--- src/rtl/comp_result_accum.sv ---
// comp_result_accum
// Collects comparator results (agb/alb/aeb flags plus 4-bit difference) over a
// window of WIN_LEN accepted samples. At the end of the window it presents the
// per-flag counts, a majority verdict and a sticky error flag on a valid/ready
// port.
// Optional feature: define COMP_ACC_MAXDIFF_EN to track the largest diff seen
// on agb samples. Without it, max_diff is tied to zero and no register is built.
module comp_result_accum #(
  parameter int WIN_LEN = 8,
  parameter int CNT_W   = 4
) (
  input  logic             clk,
  input  logic             rst_n,
  input  logic             start,
  input  logic             in_valid,
  output logic             in_ready,
  input  logic             agb,
  input  logic             alb,
  input  logic             aeb,
  input  logic [3:0]       diff,
  output logic             busy,
  output logic             out_valid,
  input  logic             out_ready,
  output logic [CNT_W-1:0] gt_cnt,
  output logic [CNT_W-1:0] lt_cnt,
  output logic [CNT_W-1:0] eq_cnt,
  output logic [1:0]       verdict,
  output logic             err,
  output logic [3:0]       max_diff
);

  typedef enum logic [1:0] {IDLE, ACCUM, REPORT} state_t;

  localparam logic [CNT_W-1:0] LAST_IDX = CNT_W'(WIN_LEN - 1);
  localparam logic [CNT_W-1:0] ONE      = CNT_W'(1);
  localparam logic [CNT_W-1:0] ZERO     = '0;

  state_t           state, state_nxt;
  logic [CNT_W-1:0] smp_cnt;
  logic             take;
  logic             one_hot;
  logic             last;
  logic             open_win;
  logic [CNT_W-1:0] gt_nxt, lt_nxt, eq_nxt;

  // Majority rule: ties, including the all-equal case, give 00.
  function automatic logic [1:0] verdict_f(input logic [CNT_W-1:0] g,
                                           input logic [CNT_W-1:0] l);
    if (g > l)      verdict_f = 2'b01;
    else if (l > g) verdict_f = 2'b10;
    else            verdict_f = 2'b00;
  endfunction

  assign in_ready  = (state == ACCUM);
  assign out_valid = (state == REPORT);
  assign busy      = (state != IDLE);

  assign take     = in_valid && in_ready;
  assign one_hot  = ({agb, alb, aeb} == 3'b100) || ({agb, alb, aeb} == 3'b010) ||
                    ({agb, alb, aeb} == 3'b001);
  assign last     = take && (smp_cnt == LAST_IDX);
  assign open_win = (state == IDLE) && start;

  // Post-increment counts, so the verdict can be taken on the closing edge.
  assign gt_nxt = gt_cnt + ((take && one_hot && agb) ? ONE : ZERO);
  assign lt_nxt = lt_cnt + ((take && one_hot && alb) ? ONE : ZERO);
  assign eq_nxt = eq_cnt + ((take && one_hot && aeb) ? ONE : ZERO);

  // State register.
  always_ff @(posedge clk or negedge rst_n) begin
    if (!rst_n) state <= IDLE;
    else        state <= state_nxt;
  end

  // Next-state logic; start is only looked at in IDLE.
  always_comb begin
    state_nxt = state;
    unique case (state)
      IDLE:    if (start)     state_nxt = ACCUM;
      ACCUM:   if (last)      state_nxt = REPORT;
      REPORT:  if (out_ready) state_nxt = IDLE;
      default:                state_nxt = IDLE;
    endcase
  end

  // Window counters, sticky error and verdict; results hold until the next start.
  always_ff @(posedge clk or negedge rst_n) begin
    if (!rst_n) begin
      smp_cnt <= '0;
      gt_cnt  <= '0;
      lt_cnt  <= '0;
      eq_cnt  <= '0;
      verdict <= 2'b00;
      err     <= 1'b0;
    end else if (open_win) begin
      smp_cnt <= '0;
      gt_cnt  <= '0;
      lt_cnt  <= '0;
      eq_cnt  <= '0;
      verdict <= 2'b00;
      err     <= 1'b0;
    end else if (take) begin
      smp_cnt <= smp_cnt + ONE;
      gt_cnt  <= gt_nxt;
      lt_cnt  <= lt_nxt;
      eq_cnt  <= eq_nxt;
      if (!one_hot) err     <= 1'b1;
      if (last)     verdict <= verdict_f(gt_nxt, lt_nxt);
    end
  end

`ifdef COMP_ACC_MAXDIFF_EN
  logic [3:0] max_q;

  // Running maximum of diff over clean agb samples in the current window.
  always_ff @(posedge clk or negedge rst_n) begin
    if (!rst_n)
      max_q <= 4'd0;
    else if (open_win)
      max_q <= 4'd0;
    else if (take && one_hot && agb && (diff > max_q))
      max_q <= diff;
  end

  assign max_diff = max_q;
`else
  logic unused_diff;

  assign unused_diff = ^diff;
  assign max_diff    = 4'd0;
`endif

endmodule

--- config.mk ---
export PLATFORM = sky130hd
export DESIGN_NAME = comp_result_accum
export DESIGN_NICKNAME = d
export VERILOG_FILES = /design/src/rtl/comp_result_accum.sv
export SDC_FILE = /design/constraint.sdc
export NUM_CORES = 1
export LEC_CHECK = 0
export BUFFER_PORTS_ARGS = -buffer_cell sky130_fd_sc_hd__buf_2
export CAP_MARGIN = 20
export CORE_MARGIN = 1.5
export CORE_UTILIZATION = 30
export DETAILED_ROUTE_END_ITERATION = 8
export SLEW_MARGIN = 20
export SYNTH_ARGS = -nofsm -noshare
export SYNTH_HDL_FRONTEND = slang
export SYNTH_SLANG_ARGS = --single-unit
--- constraint.sdc ---
create_clock -name clk -period 2.43 [get_ports clk]
set_clock_uncertainty 0.1 [all_clocks]
set_input_delay 0.486 -clock clk [delete_from_list [all_inputs] [get_ports clk]]
set_output_delay 0.486 -clock clk [all_outputs]
set_load 0.1 [all_outputs]
# --- After elaboration in Yosys (flattened, before gate mapping) ---
# Index checks and enable logic that the tools add are counted.
classes:
  n_eq_ne: 10
  n_reduce_logical: 16
  n_addsub: 4
  muxes: 23
  n_lt_le_gt_ge: 2
ops:
  columns: ["operator", "n"]
  rows:
  - ["two-way mux 4 bit", 8]
  - ["two-way mux 2 bit", 8]
  - ["adder 4 x 1 -> 4 bit", 3]
  - ["> comparator 4 bit", 2]
  - ["logical AND 1 bit", 7]
  - ["two-way mux 1 bit", 6]
  - ["inequality test 2 x 1 -> 1 bit (second input constant)", 3]
  - ["one-hot mux 2 bit (3 select lines)", 1]
  - ["nonzero test 2 bit", 3]
  - ["adder 4 x 1 -> 4 bit (second input constant)", 1]
  - ["== test 4 x 3 -> 1 bit (second input constant)", 1]
  - ["AND reduction 2 bit", 2]
  - ["== test 3 x 1 -> 1 bit (second input constant)", 1]
  - ["== test 3 x 2 -> 1 bit (second input constant)", 1]
  - ["== test 3 bit (second input constant)", 1]
  - ["AND reduction 3 bit", 1]
  - ["== test 2 x 1 -> 1 bit (second input constant)", 1]
  - ["== test 2 bit (second input constant)", 1]
  - ["zero test 2 bit", 1]
  - ["logical OR 1 bit", 2]
  - ["inequality test 2 bit (second input constant)", 1]
word_totals:
  reg_bits: 21
  inputBits: 12
  word_cells: 62

# --- Logic depth before layout (Yosys ltp) ---
depth:
  depth_word: 13
  ltp_mapped: 10
  ltp_nobuf: 9

# --- Worst setup path before layout ---
# OpenSTA, ideal clock, no wires.
synth_path:
  path_kind: "reg2reg"
  from: "reg state[1]"
  to: "reg verdict[0]"
  setup_time_ns: 0.065
  stages_incl_launch_ff: 11
  path_slack_ns: -0.251
  arrival_ns: 2.517
  n_path_buf: 1
  path_cell_list: "dfrtp_1 -> nand3b_4 -> clkbuf_1 -> nor4b_1 -> ha_1 -> nand3_1 -> xor2_1 -> ha_1 -> and4b_1 -> a211oi_1 -> mux2_4"
synth_between:
  elab_chain_len: 11
synth_lines:
  columns: ["item", "line_no", "rtl"]
  rows:
  - ["from (decl)", "38", "state_t state, state_nxt;"]
  - ["from (signal assigned)", "72", "else state <= state_nxt;"]
  - ["== test 2 x 1 -> 1 bit", "54", "assign in_ready = (state == ACCUM);"]
  - ["logical AND 1 bit", "58", "assign take = in_valid && in_ready;"]
  - ["logical AND 1 bit", "65, 66", null]
  - ["logical AND 1 bit, on equally long branches", "65, 66", null]
  - ["two-way mux 1 bit, on equally long branches", "65, 66", null]
  - ["adder 4 x 1 -> 4 bit, on equally long branches", "65, 66", null]
  - ["> comparator 4 bit", "49", "if (g > l) verdict_f = 2'b01;"]
  - ["two-way mux 2 bit", "49", null]
  - ["two-way mux 2 bit", "108", "if (last) verdict <= verdict_f(gt_nxt, lt_nxt);"]
  - ["two-way mux 2 bit", "102", "end else if (take) begin"]
  - ["two-way mux 2 bit", "95", "end else if (open_win) begin"]
  - ["to (signal assigned)", "108", null]
  - ["to (decl)", "27", "output logic [1:0] verdict,"]
# Parallel ways exist; a longest one is shown, timed or not. The select of a mux whose other input is x is not followed.
# A chain may end at the register's enable or synchronous reset.

# --- Final worst setup path ---
layout_path:
  from: "reg state[1]"
  to: "reg verdict[1]"
layout_between:
  elab_chain_len: 12
layout_lines:
  columns: ["item", "line_no", "rtl"]
  rows:
  - ["== test 2 x 1 -> 1 bit", "54", null]
  - ["logical AND 1 bit", "58", null]
  - ["logical AND 1 bit", "65, 66", null]
  - ["logical AND 1 bit, on equally long branches", "66, 65", null]
  - ["two-way mux 1 bit, on equally long branches", "66, 65", null]
  - ["adder 4 x 1 -> 4 bit, on equally long branches", "66, 65", null]
  - ["> comparator 4 bit", "50", "else if (l > g) verdict_f = 2'b10;"]
  - ["two-way mux 2 bit", "50", null]
  - ["two-way mux 2 bit", "49", null]
  - ["two-way mux 2 bit", "108", null]
  - ["two-way mux 2 bit", "102", null]
  - ["two-way mux 2 bit", "95", null]
# Parallel ways exist; a longest one is shown, timed or not. The select of a mux whose other input is x is not followed.

==> flow_summary.html <==
<table>
<tr><th>Metric</th><th>Value</th></tr>
<tr><th colspan="2">Power</th></tr>
<tr><td>Power per cell area</td><td>1230 mW/mm^2</td></tr>
<tr><td>Static Leakage</td><td>0.786 nW</td></tr>
<tr><td>Comb power frac</td><td>60.2%</td></tr>
<tr><td>Largest vdd supply drop</td><td>0.631 mV</td></tr>
<tr><td>Portion of total power attributed to the clock network</td><td>11.6%</td></tr>
<tr><td>Fraction of power consumed by sequential logic</td><td>28.2%</td></tr>
<tr><td>Internal Power</td><td>0.000870 W</td></tr>
<tr><td>Switching Share</td><td>55.0%</td></tr>
<tr><td>Sw power</td><td>0.00106 W</td></tr>
<tr><th colspan="2">Floorplan</th></tr>
<tr><td>I/O pin total</td><td>34</td></tr>
<tr><td>Initial cell density of the core</td><td>32.1%</td></tr>
<tr><td>Height of the die</td><td>66.5 um</td></tr>
<tr><td>Die X-Extent</td><td>66.5 um</td></tr>
<tr><td>Die area</td><td>0.00443 sq mm</td></tr>
<tr><td># rows</td><td>22</td></tr>
<tr><td>Core area</td><td>0.00377 sq mm</td></tr>
<tr><th colspan="2">Synthesis</th></tr>
<tr><td>Synthesis warning total</td><td>0</td></tr>
<tr><td>Share of the yosys chip area belonging to registers</td><td>43.4%</td></tr>
<tr><td>Post-synthesis share of cell area spent on full adders, half adders and majority gates</td><td>11.4%</td></tr>
<tr><td>Post-Syn Area per Cell</td><td>11.2 sq um</td></tr>
<tr><td>Gate count after technology mapping</td><td>108</td></tr>
<tr><td>Mux cell area share after synthesis</td><td>4.75%</td></tr>
<tr><td>Flip-flop and latch count after synthesis</td><td>21</td></tr>
<tr><td>Most used flip-flop cell after synthesis</td><td>sky130_fd_sc_hd__dfrtp_1</td></tr>
<tr><td>Simple logic cell fraction of the synthesized area</td><td>16.4%</td></tr>
<tr><td>Number of distinct standard cells referenced by the synthesized netlist</td><td>36</td></tr>
<tr><td>Proportion of register bits with asynchronous set or reset after synthesis</td><td>100%</td></tr>
<tr><td>Synthesized cell area</td><td>0.00121 sq mm</td></tr>
<tr><td>Share of the synthesized netlist area taken by xor and xnor gates</td><td>3.62%</td></tr>
<tr><td>Compound-cell area share of the yosys netlist</td><td>15.4%</td></tr>
<tr><td>Largest family of logic cells by synthesized area</td><td>simple AND/OR/NAND/NOR gates</td></tr>
<tr><td>Number of flops mapped to enable cells by yosys</td><td>0</td></tr>
<tr><th colspan="2">Clock network</th></tr>
<tr><td>Number of CTS-inserted buffers</td><td>3</td></tr>
<tr><td>Sinks on Clock Net</td><td>21</td></tr>
<tr><td>Hold-fix buffers at CTS</td><td>0</td></tr>
<tr><td>Number of H-tree levels</td><td>1</td></tr>
<tr><td>Clock Root Buffer</td><td>sky130_fd_sc_hd__clkbuf_8</td></tr>
<tr><td>Clock transition at the registers of the reported paths</td><td>0.07 ns</td></tr>
<tr><td>Post-CTS Setup Bufs</td><td>0</td></tr>
<tr><td>Deepest clock path buffer count</td><td>2</td></tr>
<tr><td>Worst-Skew Late Latency</td><td>0.26 ns</td></tr>
<tr><td>Clock tree from TritonCTS</td><td>yes</td></tr>
<tr><th colspan="2">Global route</th></tr>
<tr><td>GRT Residual Overflow</td><td>0</td></tr>
<tr><td>Overall global routing resource usage</td><td>12.9%</td></tr>
<tr><td>Global-route wire length before repair</td><td>4.37 mm</td></tr>
<tr><td>Pin count of the biggest net entering global routing</td><td>22</td></tr>
<tr><td>Initial antenna violation count</td><td>0</td></tr>
<tr><td>Via count of the first global-routing pass</td><td>997</td></tr>
<tr><th colspan="2">Worst hold path</th></tr>
<tr><td>Path type of the worst min-delay path</td><td>in -&gt; async</td></tr>
<tr><th colspan="2">STA</th></tr>
<tr><td>Final hold violation count</td><td>0</td></tr>
<tr><td>Minimum clock period</td><td>2.39 ns</td></tr>
<tr><td>Max-slew violations</td><td>0</td></tr>
<tr><td>Count of endpoints failing setup in the final report</td><td>0</td></tr>
<tr><td>Fin worst setup slack</td><td>0.0383 ns</td></tr>
<tr><td>Max-slew headroom at the worst pin</td><td>57.0%</td></tr>
<tr><td>Worst Max-Slew Pin Slew</td><td>0.642 ns</td></tr>
<tr><td>Highest clock rate</td><td>418 MHz</td></tr>
<tr><td>Fraction of the cycle the final worst path needs</td><td>98.4%</td></tr>
<tr><td>Unrepaired setup endpoints after global routing</td><td>true</td></tr>
<tr><th colspan="2">Critical path</th></tr>
<tr><td>Crit Path Category</td><td>reg -&gt; reg</td></tr>
<tr><td>CP Capture Type</td><td>flip-flop</td></tr>
<tr><td>Critical Path, Cell by Cell</td><td>nand3b_4 &gt; nor4b_4 &gt; ha_2 &gt; nand3_1 &gt; xnor2_2 &gt; ha_1 &gt; buf_4 &gt; and4_1 &gt; o31ai_1</td></tr>
<tr><td>R2R depth</td><td>9</td></tr>
<tr><td>Startpoint of the worst setup timing path</td><td>state[1]$_DFFE_PN0P_</td></tr>
<tr><td>FF-to-FF Start</td><td>state[1]$_DFFE_PN0P_</td></tr>
<tr><td>Crit path required time</td><td>2.50 ns</td></tr>
<tr><td>R2R Setup Slk</td><td>0.04 ns</td></tr>
<tr><td>Largest stage delay on the critical path</td><td>0.38 ns</td></tr>
<tr><td>Sort of element at the start of the critical path</td><td>flip-flop</td></tr>
<tr><td>Max stage delay cell, worst path</td><td>sky130_fd_sc_hd__dfrtp_1</td></tr>
<tr><td>Data arrival time of the critical path</td><td>2.46 ns</td></tr>
<tr><td>Worst Path Max Fanout</td><td>3</td></tr>
<tr><td>End of the worst register-to-register path</td><td>verdict[1]$_DFFE_PN0P_</td></tr>
<tr><th colspan="2">Finish</th></tr>
<tr><td>Layout Nets</td><td>171</td></tr>
<tr><td>Synth-to-Final Area Change</td><td>30.2%</td></tr>
<tr><td>Fraction of layout instances using a drive strength above 1</td><td>40.8%</td></tr>
<tr><td>Storage cell area</td><td>528 sq um</td></tr>
<tr><td>Most frequent standard cell in the layout excluding fill and tap cells</td><td>sky130_fd_sc_hd__buf_2</td></tr>
<tr><td>Summed area of non-filler cells in the final layout</td><td>0.00158 sq mm</td></tr>
<tr><td>Area used by multi-input combinational logic</td><td>702 sq um</td></tr>
<tr><td>ANT cells</td><td>0</td></tr>
<tr><td>Commonest cells after routing, fill and taps aside</td><td>sky130_fd_sc_hd__buf_2, sky130_fd_sc_hd__dfrtp_1, sky130_fd_sc_hd__buf_4, sky130_fd_sc_hd__a22o_1, sky130_fd_sc_hd__o21ai_0</td></tr>
<tr><td>Number of filler cells placed in the layout</td><td>356</td></tr>
<tr><th colspan="2">Run status</th></tr>
<tr><td>Run status</td><td>finished, final reports clean</td></tr>
<tr><th colspan="2">Placement</th></tr>
<tr><td>Cell Area, Placed</td><td>0.00148 sq mm</td></tr>
<tr><td>Pre-CTS setup slack</td><td>-0.187 ns</td></tr>
<tr><td>Final Wtd Congestion</td><td>0.754</td></tr>
<tr><td>PortBufs</td><td>25</td></tr>
<tr><td>Half-perimeter wire length of the detailed placement result</td><td>1.93 mm</td></tr>
<tr><th colspan="2">Flow run</th></tr>
<tr><td>Max capacitance violation total</td><td>0</td></tr>
<tr><th colspan="2">Route</th></tr>
<tr><td>Via total after detailed routing</td><td>972</td></tr>
<tr><td>Vias/cell</td><td>4.98</td></tr>
<tr><td>Routed wire length</td><td>2.63 mm</td></tr>
<tr><td>Number of violations reported at the end of detailed-routing iteration 0</td><td>28</td></tr>
<tr><td>Drc violations</td><td>0</td></tr>
<tr><td>Antenna-violating nets left</td><td>0</td></tr>
<tr><td>First-pass DRT Iterations</td><td>4</td></tr>
<tr><td>Wire length per cell after detailed routing</td><td>13.5 um</td></tr>
</table>
## worst max path at each step
stage / depth (start not counted) / slack (ns) / endpoint
2_1_floorplan: 10 / -0.15 / verdict[0]$_DFFE_PN0P_
3_3_place_gp: 10 / -0.16 / verdict[0]$_DFFE_PN0P_
3_5_place_dp: 10 / -0.19 / verdict[1]$_DFFE_PN0P_
4_1_cts: 9 / 0.02 / verdict[0]$_DFFE_PN0P_
5_1_grt: 9 / -0.11 / verdict[0]$_DFFE_PN0P_
6_report: 9 / 0.04 / verdict[1]$_DFFE_PN0P_
## what timing repair did
item	in CTS	in global routing
setup endpoints to repair	2	2
gates resized for setup	1	7
hold endpoints to repair	0	0
pin swaps	2	6
## critical path: cells and delay by family (launching register included)
| kind | cells | cell delay, ns |
|---|---|---|
| flops | 1 | 0.38 |
| simple gates | 4 | 0.74 |
| compound gates | 1 | 0.21 |
| buf+inv | 1 | 0.14 |
| fa+ha+maj | 2 | 0.52 |
| xor+xnor | 1 | 0.20 |
## Yosys cell counts, drive strengths merged, types with 2 or more instances
library cell	count	area share, %
nor4b	3	2.2
dfrtp	21	43
a22o	9	6.5
or3	5	3.0
ha	11	11
nand2	3	0.93
inv	5	1.5
xnor2	2	1.4
xor2	3	2.2
mux2	3	3.1
buf	5	2.9
o21ai	8	3.3
mux2i	2	1.7
a21oi	4	1.7
a21o	2	1.2
nand3	5	2.1
## power groups by stage
stage | clock, W | combinational, W | sequential, W
finish | 0.000225 | 0.00116 | 0.000545
global placement | 0 | 0.00114 | 0.000541
CTS | 0.000233 | 0.00116 | 0.000542
detailed placement | 0 | 0.00115 | 0.000548
global route | 0.000250 | 0.00124 | 0.000562
floorplan | 0 | 0.000460 | 0.00102
## registers in the layout, summed over array words and instances (netlist names)
name / flops
eq_cnt: 4
verdict: 2
err: 1
smp_cnt: 4
lt_cnt: 4
state: 2
gt_cnt: 4
## metrics by stage
step | power (W) | std cells | util [%] | TNS (ns) | hold WS, ns
6_report | 0.00193 | 195 | 41.8 | 0 | 0.0785
5_1_grt | 0.00205 | 195 | 41.8 | -0.195 | 0.112
4_1_cts | 0.00194 | 195 | 40.7 | 0 | 0.0951
3_5_place_dp | 0.00170 | 191 | 39.3 | -0.370 | 0.378
3_3_place_gp | 0.00168 | 191 | 39.3 | -0.318 | 0.366
2_1_floorplan | 0.00148 | 111 | - | -0.269 | 0.0904
## cells by family (layout without fill, tap and decap cells)
| kind of cell | count (synthesis) | in the layout |
|---|---|---|
| adder cells (fa/ha/maj) | 11 | 11 |
| AND/OR/NAND/NOR | 27 | 27 |
| XOR/XNOR | 5 | 5 |
| flip-flops | 21 | 21 |
| buffers and inverters | 11 | 47 |
| multiplexers | 5 | 5 |
| AO/OA/AOI/OAI | 27 | 27 |
| other | 1 | 4 |
## metal layers
metal  track usage [%]  wire (um)  vias to the layer above  share of wire (%)
li1                  -          -                      470                  -
met1              16.3       1190                      481                 45
met2              22.1       1350                       19                 51
met3              2.03         88                        2                3.3
met4              4.59          8                        0               0.30
met5                 0          0                        -                  0
## cell type report
class / count / area share (%)
Clock buffer: 4 / 2.86
Sequential cell: 21 / 33.5
Timing Repair Buffer: 38 / 14.1
Inverter: 5 / 1.19
Tap cell: 48 / 3.81
Multi-Input combinational cell: 79 / 44.5
No activity file was read; power rests on OpenSTA's default activity.
